[config.mk]
export PLATFORM = sky130hd
export DESIGN_NAME = mult_div_unit
export DESIGN_NICKNAME = d
export VERILOG_FILES = /design/src/rtl/mips_pkg.sv /design/src/rtl/mult_div_unit_core.sv /design/src/rtl/mult_div_unit.sv
export SDC_FILE = /design/constraint.sdc
export NUM_CORES = 1
export LEC_CHECK = 0
export BUFFER_PORTS_ARGS = -buffer_cell sky130_fd_sc_hd__buf_2
export CORE_MARGIN = 3
export CORE_UTILIZATION = 40
export CTS_CLUSTER_DIAMETER = 150
export DETAILED_ROUTE_END_ITERATION = 7
export PLACE_DENSITY = 0.56
export RECOVER_POWER = 25
export REMOVE_ABC_BUFFERS = 1
export SLEW_MARGIN = 0
export SYNTH_ARGS = -nofsm -noshare
export SYNTH_HDL_FRONTEND = slang
export SYNTH_SLANG_ARGS = --single-unit
[constraint.sdc]
create_clock -name clk -period 4.4 [get_ports clk]
set_clock_uncertainty 0.2 [all_clocks]
set_input_delay 0 -clock clk [delete_from_list [all_inputs] [get_ports clk]]
set_output_delay 0 -clock clk [all_outputs]
set_load 0.01 [all_outputs]
[src/rtl/mips_pkg.sv]
// Shared definitions for the multicycle MIPS core: multiply/divide unit state
// and operation-kind encodings.
package mips_pkg;

  typedef enum logic [1:0] {
    IDLE = 2'd0,
    RUN  = 2'd1,
    FIX  = 2'd2,
    DONE = 2'd3
  } mdu_state_t;

  localparam logic MDU_OP_MULT = 1'b0;
  localparam logic MDU_OP_DIV  = 1'b1;

endpackage

[src/rtl/mult_div_unit_core.sv]
// Iterative shift/add (multiply) and restoring-subtract (divide) datapath.
// Works on unsigned magnitudes only; sign handling lives in the parent.
// Accumulator layout: upper half is the partial product / partial remainder,
// lower half is the multiplier / dividend that shifts into quotient bits.
module mdu_core
  import mips_pkg::*;
#(
  parameter int WIDTH = 32
) (
  input  logic                 clk,
  input  logic                 reset,
  input  logic                 load,
  input  logic                 load_op,
  input  logic                 step,
  input  logic [WIDTH-1:0]     mag_a,
  input  logic [WIDTH-1:0]     mag_b,
  output logic [2*WIDTH-1:0]   acc,
  output logic                 last
);

  localparam int CW = $clog2(WIDTH + 1);

  logic             op;
  logic [WIDTH-1:0] opnd;
  logic [CW-1:0]    count;
  logic [WIDTH:0]   sum;
  logic [WIDTH:0]   shifted;
  logic [WIDTH:0]   diff;
  logic [2*WIDTH-1:0] acc_next;

  // One iteration of either algorithm, selected by the captured op kind
  always_comb begin
    sum      = {1'b0, acc[2*WIDTH-1:WIDTH]} + {1'b0, opnd};
    shifted  = {acc[2*WIDTH-1:WIDTH], acc[WIDTH-1]};
    diff     = shifted - {1'b0, opnd};
    acc_next = acc;
    if (op == MDU_OP_MULT) begin
      // carry out of the add becomes the new MSB after the right shift
      if (acc[0]) acc_next = {sum, acc[WIDTH-1:1]};
      else        acc_next = {1'b0, acc[2*WIDTH-1:1]};
    end else begin
      // diff[WIDTH] set means the trial subtraction borrowed: restore
      if (diff[WIDTH]) acc_next = {shifted[WIDTH-1:0], acc[WIDTH-2:0], 1'b0};
      else             acc_next = {diff[WIDTH-1:0],    acc[WIDTH-2:0], 1'b1};
    end
  end

  // Accumulator, operand and iteration counter registers
  always_ff @(posedge clk) begin
    if (reset) begin
      op    <= MDU_OP_MULT;
      opnd  <= '0;
      acc   <= '0;
      count <= '0;
    end else if (load) begin
      op    <= load_op;
      opnd  <= (load_op == MDU_OP_MULT) ? mag_a : mag_b;
      acc   <= {{WIDTH{1'b0}}, (load_op == MDU_OP_MULT) ? mag_b : mag_a};
      count <= CW'(WIDTH);
    end else if (step) begin
      acc   <= acc_next;
      count <= count - CW'(1);
    end
  end

  assign last = (count == CW'(1));

endmodule

[src/rtl/mult_div_unit.sv]
// Shared iterative multiply/divide unit with signed/unsigned modes, a
// start/busy/done handshake and divide-by-zero flagging. Results are held in
// the Hi/Lo registers until the next completed operation or reset.
module mult_div_unit
  import mips_pkg::*;
#(
  parameter int WIDTH = 32
) (
  input  logic             clk,
  input  logic             reset,
  input  logic             start_mult,
  input  logic             start_div,
  input  logic             is_signed,
  input  logic [WIDTH-1:0] op_a,
  input  logic [WIDTH-1:0] op_b,
  output logic             busy,
  output logic             done,
  output logic             div_zero,
  output logic [WIDTH-1:0] hi,
  output logic [WIDTH-1:0] lo
);

  mdu_state_t         state;
  logic               op_kind;
  logic               neg_q;
  logic               neg_r;
  logic               dz;
  logic               sa;
  logic               sb;
  logic [WIDTH-1:0]   mag_a;
  logic [WIDTH-1:0]   mag_b;
  logic               load;
  logic               load_op;
  logic               last;
  logic [2*WIDTH-1:0] acc;
  logic [2*WIDTH-1:0] prod;
  logic [WIDTH-1:0]   quot;
  logic [WIDTH-1:0]   rem;

  // Operand magnitudes, start acceptance and sign-corrected results
  always_comb begin
    sa      = is_signed & op_a[WIDTH-1];
    sb      = is_signed & op_b[WIDTH-1];
    mag_a   = sa ? -op_a : op_a;
    mag_b   = sb ? -op_b : op_b;
    load    = (state == IDLE) && (start_mult || (start_div && (op_b != '0)));
    load_op = start_mult ? MDU_OP_MULT : MDU_OP_DIV;
    prod    = neg_q ? -acc : acc;
    quot    = neg_q ? -acc[WIDTH-1:0] : acc[WIDTH-1:0];
    rem     = neg_r ? -acc[2*WIDTH-1:WIDTH] : acc[2*WIDTH-1:WIDTH];
  end

  mdu_core #(.WIDTH(WIDTH)) u_core (
    .clk     (clk),
    .reset   (reset),
    .load    (load),
    .load_op (load_op),
    .step    (state == RUN),
    .mag_a   (mag_a),
    .mag_b   (mag_b),
    .acc     (acc),
    .last    (last)
  );

  // Control FSM, result sign capture and Hi/Lo registers
  always_ff @(posedge clk) begin
    if (reset) begin
      state   <= IDLE;
      op_kind <= MDU_OP_MULT;
      neg_q   <= 1'b0;
      neg_r   <= 1'b0;
      dz      <= 1'b0;
      hi      <= '0;
      lo      <= '0;
    end else begin
      case (state)
        IDLE: begin
          if (start_mult) begin
            op_kind <= MDU_OP_MULT;
            neg_q   <= sa ^ sb;
            neg_r   <= sa;
            dz      <= 1'b0;
            state   <= RUN;
          end else if (start_div) begin
            if (op_b == '0) begin
              dz    <= 1'b1;
              state <= DONE;
            end else begin
              op_kind <= MDU_OP_DIV;
              neg_q   <= sa ^ sb;
              neg_r   <= sa;
              dz      <= 1'b0;
              state   <= RUN;
            end
          end
        end
        RUN: if (last) state <= FIX;
        FIX: begin
          if (op_kind == MDU_OP_MULT) begin
            hi <= prod[2*WIDTH-1:WIDTH];
            lo <= prod[WIDTH-1:0];
          end else begin
            hi <= rem;
            lo <= quot;
          end
          state <= DONE;
        end
        default: state <= IDLE;
      endcase
    end
  end

  assign busy     = (state == RUN) || (state == FIX);
  assign done     = (state == DONE);
  assign div_zero = (state == DONE) && dz;

endmodule

==> results of run 1 <==
[power by group through the flow]
stage / Combinational [mW] / Clock [mW] / Sequential [mW]
floorplan: 3.54 / 0 / 2.55
global placement: 5.39 / 0 / 2.56
detailed placement: 5.41 / 0 / 2.56
CTS: 5.59 / 1.62 / 2.53
global route: 6.17 / 1.68 / 2.61
finish: 5.62 / 1.60 / 2.54
[layout by cell type, fill, tap and decap left out, types with 11 or more instances in the layout]
cell type	count
nor2_1	188
nand2_1	178
dfxtp_1	171
a21oi_1	146
a211oi_1	95
dlygate4sd3_1	92
o21ai_0	90
xor2_1	89
xnor2_1	85
buf_2	74
ha_1	72
inv_1	63
clkbuf_1	63
buf_4	53
nor3_1	48
mux2i_1	48
a21o_1	43
a31oi_1	31
nand3_1	27
o31ai_1	25
nor2b_1	24
o211ai_1	23
o22ai_1	23
or3_1	20
and3_1	18
nand2b_1	18
mux2_2	17
clkbuf_16	17
and2_1	15
a22o_1	15
nor4_1	13
o41ai_1	12
a31o_2	12
a221oi_1	11
a311oi_1	11
[state kept, by name, summed over array words and instances, names as in the netlist]
name	flops
lo	32
state	2
neg_q	1
op_kind	1
u_core.op	1
u_core.acc	64
u_core.opnd	32
dz	1
u_core.count	6
neg_r	1
hi	32
[area by class of cell]
class	count	area, sq um	share of cell area (%)
Clock inverter	9	111.4	0.6623
Tap cell	455	569.3	3.386
Multi-Input combinational cell	1507	9976	59.33
Timing Repair Buffer	282	1974	11.74
Sequential cell	173	3466	20.61
Inverter	64	240.2	1.429
Clock buffer	23	478.0	2.842
[cell families after synthesis]
family	Yosys count	share of synthesized area, %
and+or+nand+nor	603	20.31
AOI/OAI and AO/OA	587	27.60
buffers and inverters	177	4.866
xor gates and xnor gates	176	10.96
DFF	173	24.62
adders and majority gates	76	6.868
muxes	65	4.777
[worst max-delay path: cells and delay by family]
family | cells | cell delay [ns]
and+or+nand+nor | 7 | 2.03
buffers and inverters | 5 | 2.06
AOI/OAI and AO/OA | 2 | 0.27
[timing repair]
item / 4_1_cts / 5_1_grt
resized for setup: 0 / 3
endpoints found under the setup margin: 0 / 1
hold endpoints to repair: 85 / 0
hold buffers: 92 / 0
[worst paths after layout]
check	start	end	slack [ns]	depth (start not counted)
min reg2reg	dz$_SDFFE_PP0P_	dz$_SDFFE_PP0P_	0.25	2
min	op_b[23]	u_core.opnd[23]$_SDFFE_PP0P_	0.02	6
max	op_b[15]	neg_q$_SDFFE_PP0P_	0.15	14
max reg2reg	u_core.acc[14]$_SDFFE_PP0P_	hi[2]$_SDFFE_PP0P_	0.30	10
[stage by stage]
stage	power (mW)	utilization, %	hold WS [ns]	std cells
floorplan	6.092	-	-0.1321	1744
global placement	7.953	44.37	0.1633	2389
detailed placement	7.977	44.37	0.1682	2389
CTS	9.747	48.74	0.004892	2513
global route	10.46	48.56	0.06751	2513
finish	9.757	48.56	0.02268	2513
[layer usage]
layer | vias up | global-route usage, %
li1 | 7144 | -
met1 | 7105 | 37.11
met2 | 539 | 42.81
met3 | 98 | 4.354
met4 | 0 | 8.358
met5 | - | 0
==> summary.txt, run 1 <==
Status
  – Status: complete, no violations

Clocking
  – Root Driver: clkbuf_16
  – Clock slew at reported path FFs: 0.08 ns
  – CTS tree: done
  – Number of setup buffers added after CTS: 0
  – H-Tree Depth: 4
  – Sink Count: 173
  – Total CTS buffers: 17
  – Later-pin clock latency in the skew report: 0.45 ns
  – Clock Tree Buf Depth: 2

Detailed routing
  – Met2 WL: 23560 um
  – Routed len/inst: 20.62 um
  – Met1 wire length: 23550 um
  – DRT antenna net count: 0
  – Vias/cell: 5.924
  – First-pass DRT Iterations: 5
  – Total Wirelength: 51820 um
  – Top Layer Used: met4
  – DRC: 0
  – Vias: 14886
  – Met3 WL: 3228 um
  – DR iter-0 viols: 1333

Layout
  – Area Growth Syn to Fin: 19.55%
  – Nets: 2190
  – Fillers: 3512
  – Design area: 16810 sq um
  – ANT cells: 0
  – Fraction of layout cells with a size suffix above 1: 10.64%

Synth
  – EDFF count, synth: 0
  – Top post-synthesis cells by area: dfxtp_1 25%, ha_1 6.6%, xor2_1 5.5%, xnor2_1 5.4%, a21oi_1 5.2%
  – Syn Area/Cell: 7.574 sq um
  – Post-Syn Instances: 1857
  – Synthesized flop and latch total: 173
  – Number of library cell types mapped by synthesis: 74
  – Most frequent cell after synthesis: nor2_1
  – Synth warn: 0
  – Top-area cell type share of the netlist area: 24.62%
  – Post-synthesis sequential area ratio: 24.62%
  – Most used DFF post-synth: dfxtp_1
  – Ys async rst share: 0%
  – Synth cell count leaders: 188 x nor2_1, 179 x nand2_1, 173 x dfxtp_1, 147 x a21oi_1, 98 x clkbuf_1
  – Area of the mapped netlist: 14060 sq um
  – Yosys top cell by area: dfxtp_1

Placed design
  – DP Worst Slack: 0.3463 ns
  – Dpl cell area: 15370 sq um
  – IO buf count: 135
  – DP Wirelength: 37960 um
  – Gp weighted congestion: 0.9442

STA
  – Crit share post-route: 96.56%
  – Fin crit period: 4.249 ns
  – Worst-margin pin slew: 1.080 ns
  – Final setup TNS: 0 ns
  – Final Hold Viols: 0
  – Setup ws final: 0.1515 ns
  – Final Max Slew Viols: 0
  – Unrepaired setup endpoints after global routing: false
  – Final setup viols: 0
  – Peak Freq: 0.2354 GHz
  – Relative slew slack: 27.95%

Global routing
  – Largest net degree at the start of global routing: 77
  – Global route total overflow: 0
  – Initial antenna violation count: 0
  – Vias in the first global route: 14219
  – All-Layer GR Usage: 26.78%
  – First-pass GRT wire length: 81140 um

Floorplan
  – Starting Density: 40.62%
  – Die Width: 193.5 um
  – Die area: 37450 sq um
  – Row count: 68
  – I/O pin cnt: 136
  – Core area: 34630 sq um
  – Die height: 193.5 um

Pwr
  – Worst vdd ir: 0.0007081 V
  – Switching portion of total power: 48.04%
  – PwrDens: 580.3 nW/um^2
  – Clock Power Share: 16.4%
  – LEAKAGE: 6.692 nW
  – Sw Pwr: 4.687 mW
  – Internal: 5.070 mW
  – Combinational group share of total power: 57.6%
  – Seq pwr share: 26.1%

Critical path
  – Worst EP required: 4.53 ns
  – Critical path peak fanout: 24
  – Max incr delay on CP: 0.59 ns
  – Top cell by count, worst path: dlygate4sd3_1
  – Arrival time at the worst endpoint: 4.38 ns
  – Crit start category: primary input
  – Crit Path Category: in2reg
  – Worst path slowest cell: dlygate4sd3_1
  – Setup crit end kind: flop
  – CP Cell Sequence: dlygate4sd3_1, buf_2, or3_1, nor3_2, nor2b_1, nand2_1, or3_1, nand2_2, a21oi_2, buf_12, nand3_1, dlygate4sd3_1, a21oi_1, dlygate4sd3_1

Job
  – Max_cap viols: 0

Min path
  – Worst hold path type: in2reg
No activity file was read; power rests on OpenSTA's default activity.
==> run 2: changes to the inputs <==
--- a/config.mk
+++ b/config.mk
@@ -6,11 +6,13 @@
 export NUM_CORES = 1
 export LEC_CHECK = 0
 export BUFFER_PORTS_ARGS = -buffer_cell sky130_fd_sc_hd__buf_2
+export CORE_ASPECT_RATIO = 1.5
 export CORE_MARGIN = 3
 export CORE_UTILIZATION = 40
+export CTS_BUF_LIST = sky130_fd_sc_hd__clkbuf_8
 export CTS_CLUSTER_DIAMETER = 150
 export DETAILED_ROUTE_END_ITERATION = 7
-export PLACE_DENSITY = 0.56
+export PLACE_DENSITY = 0.58
 export RECOVER_POWER = 25
 export REMOVE_ABC_BUFFERS = 1
 export SLEW_MARGIN = 0
==> constraint.sdc (replaced) <==
create_clock -name clk -period 3.6 [get_ports clk]
set_clock_uncertainty 0.2 [all_clocks]
set_input_delay 0 -clock clk [delete_from_list [all_inputs] [get_ports clk]]
set_output_delay 0 -clock clk [all_outputs]
set_load 0.01 [all_outputs]
==> summary.txt, run 2 (synthesis results as in run 1) <==
Critical path
  – Critical path peak fanout: 5 (-79%)
  – Crit Path Category: reg2reg
  – Worst EP required: 3.82 ns (-0.71 ns)
  – Critical path buffer and inverter count: 0 (-5)
  – Arrival time at the worst endpoint: 3.96 ns (-0.42 ns)
  – Max incr delay on CP: 0.54 ns (-0.05 ns)
  – CP delay by family, top: simple AND/OR/NAND/NOR gates
  – Crit start category: flop
  – CP Cell Sequence: or4_4, or4_4, or4_4, or4_4, or3_4, nand2_8, and2_4, a31oi_2, xnor2_1, a211oi_1
  – Worst path slowest cell: or4_4
  – Top cell by count, worst path: or4_4
  – Setup crit end kind: flop

Layout
  – Design area: 18070 sq um (+7.5%)
  – Area Growth Syn to Fin: 28.49%
  – Most frequent cells in the layout: 188 x nor2_1, 178 x buf_4, 176 x nand2_1, 169 x dfxtp_1, 140 x a21oi_1
  – Biggest register: u_core.acc
  – Number of flip-flops under the largest register name: 64 (unchanged)
  – Fraction of layout cells with a size suffix above 1: 17.94% (+7.3 points)
  – Post-route insts no fill: 2675 (+6.4%)
  – Nets: 2339 (+6.8%)
  – Commonest non-fill, non-tap cell in the layout: nor2_1
  – Final core occ: 52.41% (+3.9 points)

Clocking
  – CTS tree: done
  – Later-pin clock latency in the skew report: 0.52 ns (+0.07 ns)
  – Root Driver: clkbuf_8
  – Clock Tree Buf Depth: 2 (unchanged)
  – H-Tree Depth: 4 (unchanged)
  – Clock slew at reported path FFs: 0.11 ns (+0.03 ns)
  – Sink Count: 173 (unchanged)
  – Total CTS buffers: 17 (unchanged)

STA
  – Relative slew slack: 18.46% (-9.5 points)
  – Setup ws final: -0.1407 ns (-0.2922 ns)
  – Final Max Slew Viols: 0 (unchanged)
  – Crit share post-route: 103.9%
  – Worst-margin pin slew: 1.219 ns (+0.1384 ns)
  – Unrepaired setup endpoints after global routing: true
  – Final Hold Viols: 0 (unchanged)
  – Fin crit period: 3.741 ns
  – Final setup viols: 24 (+24)
  – Peak Freq: 0.2673 GHz

Placed design
  – DP Wirelength: 39080 um (+3.0%)
  – Dpl cells: 2526 (+5.7%)
  – Gp weighted congestion: 0.9440 (about the same)
  – IO buf count: 135 (unchanged)
  – Dpl cell area: 16380 sq um (+6.6%)

Detailed routing
  – Vias/cell: 5.731 (-3.2%)
  – First-pass DRT Iterations: 6 (+1)
  – Routed len/inst: 19.37 um (-6.1%)
  – DRC: 0 (unchanged)
  – Vias: 15331 (+3.0%)
  – Total Wirelength: 51820 um (about the same)
  – DRT antenna net count: 0 (unchanged)
  – DR iter-0 viols: 1189 (-11%)

Floorplan
  – Die area: 37490 sq um (+0.12%)
  – Row count: 83 (+22%)
  – Die height: 235.7 um (+22%)
  – Starting Density: 40.79% (+0.18 points)
  – Die Width: 159.1 um (-18%)
  – I/O pin cnt: 136 (unchanged)
  – Core area: 34480 sq um (-0.43%)

Status
  – Status: complete, but fails checks
  – Violated checks: setup timing

Min path
  – Worst hold path type: in2reg

Pwr
  – PwrDens: 674.0 nW/um^2 (+16%)
  – Worst vdd ir: 0.0003036 V (-57%)
  – LEAKAGE: 7.419 nW (+11%)
  – Design Power: 12.18 mW (+25%)

Global routing
  – Initial antenna violation count: 1 (+1)
  – First-pass GRT wire length: 81600 um (+0.57%)
  – All-Layer GR Usage: 26.82% (+0.043 points)
  – Vias in the first global route: 15242 (+7.2%)
  – Largest net degree at the start of global routing: 74 (-3.9%)
  – Global route total overflow: 0 (unchanged)

Job
  – Max_cap viols: 0 (unchanged)
## run 2: path summary, 6_finish.rpt
kind / slack (ns) / cells after the start / to / start
min: 0.04 / 7 / u_core.opnd[5]$_SDFFE_PP0P_ / op_b[4]
max: -0.14 / 10 / hi[11]$_SDFFE_PP0P_ / u_core.acc[14]$_SDFFE_PP0P_
max reg2reg: -0.14 / 10 / hi[11]$_SDFFE_PP0P_ / u_core.acc[14]$_SDFFE_PP0P_
min reg2reg: 0.27 / 2 / dz$_SDFFE_PP0P_ / dz$_SDFFE_PP0P_
## run 2: area by class of cell
cell class	count	area (sq um)
antenna	1	2.502
clock buffer	20	275.3
clock inverter	12	132.6
fill	3413	16410
inverter	64	240.2
multi-input combinational	1507	10140
sequential	173	3468
tap	467	584.3
timing repair buffer	431	3231
## run 2: power by group
part / switching, mW / internal [mW]
combinational: 4.51 / 3.29
sequential: 0.444 / 2.44
clock: 0.823 / 0.676
## run 2: routing by layer
metal / track usage (%) / up-vias / share of wire (%)
met5: 0 / - / 0
met3: 2.940 / 148 / 4.4
met1: 30.82 / 7165 / 39
met2: 48.75 / 564 / 51
met4: 13.83 / 0 / 5.0
li1: - / 7454 / -
## run 2: through the flow
step	hold slack, ns	TNS [ns]	worst slack (ns)
3_5_place_dp	0.2006	-1.133	-0.1090
6_report	0.04151	-1.698	-0.1407
2_1_floorplan	-0.1321	-91.37	-1.975
4_1_cts	0.005973	-1.937	-0.1314
5_1_grt	0.07614	-4.882	-0.2516
3_3_place_gp	0.2004	-0.4933	-0.06963
## run 2: worst min-delay path: stages
cell     delay [ns]
buf_2          0.11
nor3_1         0.06
a21oi_1        0.17
xnor2_1        0.15
o21ai_0        0.09
nand2_1        0.08
a21oi_1        0.06
## run 2: repair_timing
item | 4_1_cts | 5_1_grt
pin swaps | 9 | 15
hold buffers | 109 | 0
resized for setup | 8 | 42
setup buffers | 1 | 5
endpoints found under the setup margin | 26 | 80
cloned | 0 | 1
hold endpoints to repair | 109 | 0
==> run 3: changes to the inputs <==
--- a/config.mk
+++ b/config.mk
@@ -6,13 +6,12 @@
 export NUM_CORES = 1
 export LEC_CHECK = 0
 export BUFFER_PORTS_ARGS = -buffer_cell sky130_fd_sc_hd__buf_2
-export CORE_ASPECT_RATIO = 1.5
 export CORE_MARGIN = 3
-export CORE_UTILIZATION = 40
+export CORE_UTILIZATION = 45
 export CTS_BUF_LIST = sky130_fd_sc_hd__clkbuf_8
 export CTS_CLUSTER_DIAMETER = 150
 export DETAILED_ROUTE_END_ITERATION = 7
-export PLACE_DENSITY = 0.58
+export PLACE_DENSITY = 0.64
 export RECOVER_POWER = 25
 export REMOVE_ABC_BUFFERS = 1
 export SLEW_MARGIN = 0
==> summary.txt, run 3 (synthesis results as in run 1) <==
Placed design
  – Dpl cells: 2407 (-4.7%)
  – DP Worst Slack: -0.1335 ns (-0.02458 ns)
  – Dpl cell area: 15900 sq um (-3.0%)
  – IO buf count: 135 (unchanged)
  – DP Wirelength: 37020 um (-5.3%)
  – Gp weighted congestion: 0.9425 (-0.16%)

Critical path
  – Top cell by count, worst path: or4_4
  – Max incr delay on CP: 0.53 ns (about the same)
  – Setup crit end kind: flop
  – Crit start category: flop
  – Critical path peak fanout: 6 (+1)
  – Crit Path Category: reg2reg
  – R2R setup slack: -0.16 ns (-0.02 ns)
  – Worst path slowest cell: or4_4
  – Arrival time at the worst endpoint: 3.98 ns (+0.02 ns)
  – CP Cell Sequence: or4_4, or4_4, or4_4, or4_4, or3_4, nand2_8, and2_4, a31oi_1, xnor2_1, a211oi_1
  – Worst EP required: 3.82 ns (about the same)

Detailed routing
  – First-pass DRT Iterations: 7 (+1)
  – Vias: 15271 (-0.39%)
  – DR iter-0 viols: 1258 (+5.8%)
  – DRC: 0 (unchanged)
  – Vias/cell: 6.000 (+4.7%)
  – DRT antenna net count: 0 (unchanged)
  – Total Wirelength: 49530 um (-4.4%)
  – Routed len/inst: 19.46 um (+0.45%)

Min path
  – Worst hold path type: in2reg

Global routing
  – Global route total overflow: 0 (unchanged)
  – Vias in the first global route: 14460 (-5.1%)
  – All-Layer GR Usage: 28.57% (+1.7 points)
  – Largest net degree at the start of global routing: 67 (-9.5%)
  – First-pass GRT wire length: 77240 um (-5.3%)
  – Initial antenna violation count: 1 (unchanged)

STA
  – Relative slew slack: 28.27% (+9.8 points)
  – Final Hold Viols: 0 (unchanged)
  – Fin crit period: 3.758 ns (+0.01686 ns)
  – Crit share post-route: 104.4% (+0.47 points)
  – Worst-margin pin slew: 1.075 ns (-0.1433 ns)
  – Final setup TNS: -2.209 ns (-0.5110 ns)
  – Final Max Slew Viols: 0 (unchanged)
  – WHS: 0.04694 ns (+0.005424 ns)
  – Unrepaired setup endpoints after global routing: true
  – Peak Freq: 0.2661 GHz (-0.45%)
  – Setup ws final: -0.1576 ns (-0.01686 ns)
  – Final setup viols: 25 (+4.2%)

Clocking
  – H-Tree Depth: 4 (unchanged)
  – Clock Tree Buf Depth: 2 (unchanged)
  – Later-pin clock latency in the skew report: 0.51 ns (about the same)
  – Total CTS buffers: 17 (unchanged)
  – CTS tree: done
  – Clock slew at reported path FFs: 0.10 ns (about the same)
  – Sink Count: 173 (unchanged)
  – Root Driver: clkbuf_8

Layout
  – Fraction of layout cells with a size suffix above 1: 15.64% (-2.3 points)
  – Area Growth Syn to Fin: 23.91%
  – ANT cells: 0 (-1)
  – Design area: 17430 sq um (-3.6%)
  – Final core occ: 56.83% (+4.4 points)
  – Commonest non-fill, non-tap cell in the layout: nor2_1
  – Biggest register: u_core.acc
  – Most frequent cells in the layout: 185 x nor2_1, 176 x nand2_1, 170 x dfxtp_1, 139 x a21oi_1, 128 x buf_4
  – Post-route insts no fill: 2545 (-4.9%)
  – Nets: 2283 (-2.4%)
  – Number of flip-flops under the largest register name: 64 (unchanged)

Pwr
  – Combinational group share of total power: 62.4% (-1.6 points)
  – Clock Power Share: 12.0% (-0.3 points)
  – Internal: 6.039 mW (-5.7%)
  – Switching portion of total power: 48.18% (+0.78 points)
  – Design Power: 11.65 mW (-4.3%)
  – Seq pwr share: 25.6% (+1.9 points)
  – Sw Pwr: 5.614 mW (-2.8%)
  – Worst vdd ir: 0.0005184 V (+71%)
  – LEAKAGE: 7.112 nW (-4.1%)
  – PwrDens: 668.6 nW/um^2 (-0.79%)

Floorplan
  – Die area: 33410 sq um (-11%)
  – Starting Density: 45.86% (+5.1 points)
  – Die Width: 182.8 um (+15%)
  – Die height: 182.8 um (-22%)
  – Row count: 64 (-23%)
  – Core area: 30670 sq um (-11%)
  – I/O pin cnt: 136 (unchanged)

Status
  – Status: complete, but fails checks
  – Violated checks: setup timing

Job
  – Max_cap viols: 0 (unchanged)
==> run 3: area by class of cell <==
type                       instances  area, sq um
inverter                          64        240.2
sequential                       173         3467
fill                            2913        13240
timing repair buffer             375         2749
clock buffer                      19        261.5
clock inverter                    11        108.9
tap                              396        495.5
multi-input combinational       1507        10110
==> run 3: worst max-delay path: cells and delay by family, from the launching register on <==
family / cells / cell delay [ns]
AOI/OAI and AO/OA: 2 / 0.28
xor gates and xnor gates: 1 / 0.14
DFF: 1 / 0.33
and+or+nand+nor: 7 / 2.71
==> run 3: path summary, 6_finish.rpt <==
| path | start | to | cells past startpoint |
|---|---|---|---|
| max | u_core.acc[14]$_SDFFE_PP0P_ | hi[19]$_SDFFE_PP0P_ | 10 |
| min | op_b[3] | u_core.acc[5]$_SDFFE_PP0P_ | 7 |
| max reg2reg | u_core.acc[14]$_SDFFE_PP0P_ | hi[19]$_SDFFE_PP0P_ | 10 |
| min reg2reg | dz$_SDFFE_PP0P_ | dz$_SDFFE_PP0P_ | 2 |
==> run 3: what timing repair did <==
| action | in CTS | in global routing |
|---|---|---|
| hold buffers | 107 | 0 |
| pin swaps | 5 | 15 |
| resized for setup | 4 | 41 |
| buffers inserted | 0 | 1 |
| endpoints found under the setup margin | 26 | 65 |
| hold endpoints to repair | 72 | 0 |
==> run 3: power by group through the flow <==
stage / combinational, mW / clock (mW) / sequential (mW)
global placement: 6.82 / 0 / 3.00
finish: 7.27 / 1.40 / 2.98
global route: 7.98 / 1.48 / 3.05
floorplan: 4.32 / 0 / 3.12
detailed placement: 6.89 / 0 / 3.01
CTS: 7.11 / 1.40 / 2.97
==> run 3: per-layer routing <==
metal | track usage (%) | wire [um]
met1 | 38.43 | 21610
met2 | 47.04 | 23200
met3 | 4.125 | 3270
met4 | 10.01 | 1450
met5 | 0 | 0
